## config.mk

```make
export PLATFORM = sky130hd
export DESIGN_NAME = sun_sprite_core
export DESIGN_NICKNAME = d
export VERILOG_FILES = /design/src/rtl/sun_sprite_core.sv
export SDC_FILE = /design/constraint.sdc
export NUM_CORES = 1
export LEC_CHECK = 0
export ABC_CLOCK_PERIOD_IN_PS = 3900
export CAP_MARGIN = 20
export CORE_MARGIN = 2
export CORE_UTILIZATION = 40
export CTS_CLUSTER_DIAMETER = 30
export CTS_CLUSTER_SIZE = 8
export DETAILED_ROUTE_END_ITERATION = 16
export GPL_TIMING_DRIVEN = 0
export PLACE_DENSITY_LB_ADDON = 0.1
export SETUP_SLACK_MARGIN = 0.4
export SLEW_MARGIN = 5
export SYNTH_ARGS = -nofsm -noshare
export SYNTH_HDL_FRONTEND = slang
export SYNTH_SLANG_ARGS = --single-unit
```

## constraint.sdc

```tcl
create_clock -name clk -period 3.9 [get_ports clk]
set_input_delay 0.39 -clock clk [delete_from_list [all_inputs] [get_ports clk]]
set_output_delay 0.39 -clock clk [all_outputs]
set_load 0.02 [all_outputs]
```

## src/rtl/sun_sprite_core.sv

```systemverilog
// sun_sprite_core: overlays a 32x32 paletted sun sprite on the video stream and owns its bus registers.
// Define SUN_ANIM_EN to swap palette entries 2 and 3 every ANIM_FRAMES frames.
module sun_sprite_core #(
  parameter int CD          = 12,
  parameter int ADDR_WIDTH  = 10,
  parameter int DATA_WIDTH  = 2,
  parameter int ANIM_FRAMES = 30
) (
  input  logic                  clk,
  input  logic                  reset,
  input  logic [10:0]           x,
  input  logic [10:0]           y,
  input  logic                  frame_start,
  input  logic [CD-1:0]         si_rgb,
  output logic [CD-1:0]         so_rgb,
  input  logic                  wr_en,
  input  logic [10:0]           wr_addr,
  input  logic [31:0]           wr_data,
  output logic [ADDR_WIDTH-1:0] ram_addr_r,
  input  logic [DATA_WIDTH-1:0] ram_dout,
  output logic                  ram_we,
  output logic [ADDR_WIDTH-1:0] ram_addr_w,
  output logic [DATA_WIDTH-1:0] ram_din
);
  localparam int HW = ADDR_WIDTH / 2;
  localparam logic [11:0] SIZE = 12'(1 << HW);
  logic [10:0] x0_pend_q, y0_pend_q, x0_q, y0_q;
  logic en_q, in_q, ram_we_q, swap, in_region, unused;
  logic [CD-1:0] pal1_q, pal2_q, pal3_q, rgb_q, so_q, so_d, pal;
  logic [ADDR_WIDTH-1:0] ram_addr_w_q;
  logic [DATA_WIDTH-1:0] ram_din_q, idx;
  logic [11:0] xe, ye, x0e, y0e, dx, dy;
  // 12-bit arithmetic keeps x0+32 from wrapping when x0 sits near 2047
  always_comb begin
    xe = {1'b0, x};
    ye = {1'b0, y};
    x0e = {1'b0, x0_q};
    y0e = {1'b0, y0_q};
    dx = xe - x0e;
    dy = ye - y0e;
    in_region = (xe >= x0e) && (xe < x0e + SIZE) && (ye >= y0e) && (ye < y0e + SIZE);
    idx = (swap && ram_dout[1]) ? {1'b1, ~ram_dout[0]} : ram_dout;
    pal = (idx == 2'd1) ? pal1_q : (idx == 2'd2) ? pal2_q : pal3_q;
    so_d = (in_q && en_q && |ram_dout) ? pal : rgb_q;
  end
  assign ram_addr_r = {dy[HW-1:0], dx[HW-1:0]};
  assign so_rgb = so_q;
  assign ram_we = ram_we_q;
  assign ram_addr_w = ram_addr_w_q;
  assign ram_din = ram_din_q;
  assign unused = ^{wr_data, dx, dy};
  always_ff @(posedge clk or posedge reset)
    if (reset) begin
      x0_pend_q <= '0;
      y0_pend_q <= '0;
      x0_q <= '0;
      y0_q <= '0;
      en_q <= 1'b0;
      pal1_q <= CD'(12'hFF0);
      pal2_q <= CD'(12'hF80);
      pal3_q <= CD'(12'hFC0);
      in_q <= 1'b0;
      rgb_q <= '0;
      so_q <= '0;
      ram_we_q <= 1'b0;
      ram_addr_w_q <= '0;
      ram_din_q <= '0;
    end else begin
      ram_we_q <= wr_en && wr_addr[10];
      if (wr_en && wr_addr[10]) begin
        ram_addr_w_q <= wr_addr[ADDR_WIDTH-1:0];
        ram_din_q <= wr_data[DATA_WIDTH-1:0];
      end
      if (wr_en && wr_addr == 11'd0) x0_pend_q <= wr_data[10:0];
      if (wr_en && wr_addr == 11'd1) y0_pend_q <= wr_data[10:0];
      if (wr_en && wr_addr == 11'd2) en_q <= wr_data[0];
      if (wr_en && wr_addr == 11'd3) pal1_q <= wr_data[CD-1:0];
      if (wr_en && wr_addr == 11'd4) pal2_q <= wr_data[CD-1:0];
      if (wr_en && wr_addr == 11'd5) pal3_q <= wr_data[CD-1:0];
      // Shadowed origin: a same-cycle write lands in pending and waits a frame
      if (frame_start) begin
        x0_q <= x0_pend_q;
        y0_q <= y0_pend_q;
      end
      in_q <= in_region;
      rgb_q <= si_rgb;
      so_q <= so_d;
    end
`ifdef SUN_ANIM_EN
  localparam int CW = $clog2(ANIM_FRAMES + 1);
  logic [CW-1:0] cnt_q;
  logic swap_q;
  always_ff @(posedge clk or posedge reset)
    if (reset) begin
      cnt_q <= '0;
      swap_q <= 1'b0;
    end else if (frame_start) begin
      cnt_q <= (cnt_q == CW'(ANIM_FRAMES - 1)) ? '0 : cnt_q + 1'b1;
      swap_q <= (cnt_q == CW'(ANIM_FRAMES - 1)) ? ~swap_q : swap_q;
    end
  assign swap = swap_q;
`else
  logic unused_anim;
  assign unused_anim = (ANIM_FRAMES != 0);
  assign swap = 1'b0;
`endif
endmodule

```

==> reports/metrics.yaml <==
status: "finished, final reports clean"
timing.hold.worst.class: "in2async"
data_required_time_at_the_worst_endpoint_ns: 3.51
worst-endpoint-arrival_ns: 2.61
crit_fanout: 3
critical_path_class: "in2out"
ys.warnings.count: 0
seq_power_share: 0.429
cellInternalPower_uw: 2300
utilization_after_layout: 0.528
synthMostInstantiatedCell: "sky130_fd_sc_hd__dfrtp_1"
power_switching_share: 0.239
globalRoute.totalOverflow: 0
routed_wirelength_um: 12700
pwr-share-clk: 0.447
clock_insertion_delay_worst_skew_ns: 0.41
syn-num-nets: 623
numCtsBuffers: 17
synthDominantCellAreaShare: 0.425
grt_pass1_wl_um: 21300
finalWeightedCongestion: 0.811
async_reset_ff_frac: 1.00
design.core.area_sq_um: 14500
syn-instance-count: 502
cpPeakStageDelay_ns: 0.62
wire_per_inst_um: 15.6
critical_path.cell_chain: "clkdlybuf4s50_1 -> inv_1 -> ha_1 -> inv_1 -> fa_1 -> a21o_1 -> a21oi_1 -> xnor2_1 -> clkdlybuf4s50_1"
die_h_um: 125
maximum_level_of_the_cts_h_tree: 4
timing.final.setup_violations: 0
max-clock-path-buffers: 2
ctsResizeCount: 0
io_buffers: 95
synth.yosys.seq_area_share: 0.510
period_minus_slack_ns: 3.00
hold_slack_ns: 0.309
critPathSlowestCell: "sky130_fd_sc_hd__clkdlybuf4s50_1"
firstDrtPassIters: 4
floorplan.initialDensity: 0.407
dp_hpwl_um: 9860
cts.sink_count: 119
critical_path_startpoint_category: "primary input"
drt_iter0_drc: 145
syn_area_sq_um: 5890
detailroute.via_count: 4124
setup-tns-final_ns: 0
max_cap_violations: 0
grt_antenna_before_repair: 0
syn_area_per_cell_sq_um: 11.7
worstSetupEndpointType: "primary output"
hold_violations: 0
drive_gt1_frac: 0.236
fp-row-count: 44
drtAntennaViolNets: 0
remaining_drc_errors: 0
tritoncts: "built"
yosysTopAreaCell: "sky130_fd_sc_hd__dfrtp_1"
synthDistinctLibCells: 44
first_global_vias: 4406
power.density_cell_area_nw_per_um2: 395
worst_setup_hold_path_clk_slew_ns: 0.05
share_of_the_clock_period_used_by_the_worst_path: 0.768
worst_r2r_path_depth: 9
final-instance-count-excl-fill: 816
final_nets: 740
fin_worst_skew_ns: 0.00705
instance_count_after_placement_with_tap_cells_included: 784
die-width_um: 125
p_comb_frac: 0.124
clock-root-buffer: "sky130_fd_sc_hd__clkbuf_16"
cts.hold.buffers_added: 0
vias_per_cell: 5.05
synth_enable_flop_cells: 0
clock.fmax_ghz: 0.334
switchingPower_uw: 723
diodes: 0
vdd.ir_drop.worst_mv: 0.220
synth_top_flop_cell: "sky130_fd_sc_hd__dfrtp_1"
post_cts_buffers: 0
power.static_leakage_uw: 0.00341
fill_cells: 1285
fp.dieArea_sq_um: 15700
area.growth.synth_to_final_pct: 30.0
synth_top_cells_by_count: "sky130_fd_sc_hd__dfrtp_1, sky130_fd_sc_hd__mux2_2, sky130_fd_sc_hd__nand2_1, sky130_fd_sc_hd__ha_1, sky130_fd_sc_hd__inv_1"
ioPinCount: 118
synth-seq-cells: 119
drv_slew: 0
pre_cts_ws_ns: 0.882
rsz_0062_raised_after_global_routing: "no"
final.setup.worst_slack_ns: 0.903
yosys-top-cells-area: "sky130_fd_sc_hd__dfrtp_1, sky130_fd_sc_hd__mux2_2, sky130_fd_sc_hd__dfstp_2"
largest_net_degree_at_the_start_of_global_routing: 40
max_slew.worst_pin.slew_ns: 0.565
groute.usage.overall: 0.172
slew-limit-headroom: 0.618
-- metal layers --
metal,vias up,wire [um],share of wire,GRT usage
met5,-,0,0,0
met4,0,218,0.017,0.0614
met3,16,666,0.052,0.0552
met2,88,5920,0.46,0.272
met1,2012,5940,0.47,0.224
li1,2008,-,-,-
-- layout by cell type, fill, tap and decap left out, drive strengths merged, types with 3 or more instances in the layout --
master,instances
buf,11
ha,36
o211ai,3
mux2,72
a21oi,25
inv,33
mux2i,12
clkinv,8
nor2,34
nand2,40
a21o,8
clkinvlp,3
clkdlybuf4s50,95
dfrtp,100
xnor2,12
dfstp,19
nand3,12
o21ai,28
o221a,12
or3,3
clkbuf,33
and3,4
nor4b,4
-- critical path, delay by kind of cell --
family,cells,cell delay (ns)
AO/OA/AOI/OAI,2,0.37
adder cells (fa/ha/maj),2,0.58
buffers and inverters,4,1.15
XOR/XNOR,1,0.13
-- final cells by class --
cell class	instances	area (sq um)	share of cell area
plain buffers	19	104	0.0136
clock inverters	10	55.1	0.00720
well taps	184	230	0.0301
repair buffers	98	1010	0.132
clock buffers	22	464	0.0607
flip-flops and latches	119	3000	0.392
multi-input cells	330	2650	0.347
inverters	34	131	0.0172
-- worst paths after layout --
path / to / slack, ns / startpoint
setup / recovery: ram_addr_r[4] / 0.90 / x[0]
hold / removal: pal3_q[2] / 0.31 / reset
setup reg to reg: in_q / 1.38 / y0_q[5]
hold reg to reg: y0_q[3] / 0.47 / y0_pend_q[3]
max in group asynchronous: pal1_q[8] / 2.82 / reset
min in group clk: rgb_q[4] / 0.42 / si_rgb[4]
-- registers in the layout (all words and copies together), names as in the netlist --
| signal | flops |
|---|---|
| pal1_q | 12 |
| pal2_q | 12 |
| pal3_q | 12 |
| rgb_q | 12 |
| so_rgb | 12 |
| x0_pend_q | 11 |
| x0_q | 11 |
| y0_pend_q | 11 |
| y0_q | 11 |
| ram_addr_w | 10 |
| ram_din | 2 |
| en_q | 1 |
| in_q | 1 |
| ram_we | 1 |
-- through the flow --
stage	total power, uW	area, sq um
finish	3020	7650
global route	3170	7650
CTS	3060	7650
detailed placement	1700	7130
global placement	1680	7070
floorplan	1500	5890
-- power groups by stage --
stage          combinational, uW  clock [uW]  sequential (uW)
2_1_floorplan                149           0             1350
3_3_place_gp                 365           0             1320
3_5_place_dp                 379           0             1320
4_1_cts                      381        1380             1300
5_1_grt                      411        1450             1300
6_report                     375        1350             1300
-- cell families after synthesis --
kind of cell	after synthesis	share of synthesized area
AO/OA/AOI/OAI	87	0.0973
AND/OR/NAND/NOR	108	0.0927
flip-flops	119	0.510
multiplexers	84	0.158
buffers and inverters	53	0.0393
XOR/XNOR	13	0.0193
adder cells (fa/ha/maj)	38	0.0833
No activity file was read; power rests on OpenSTA's default activity.
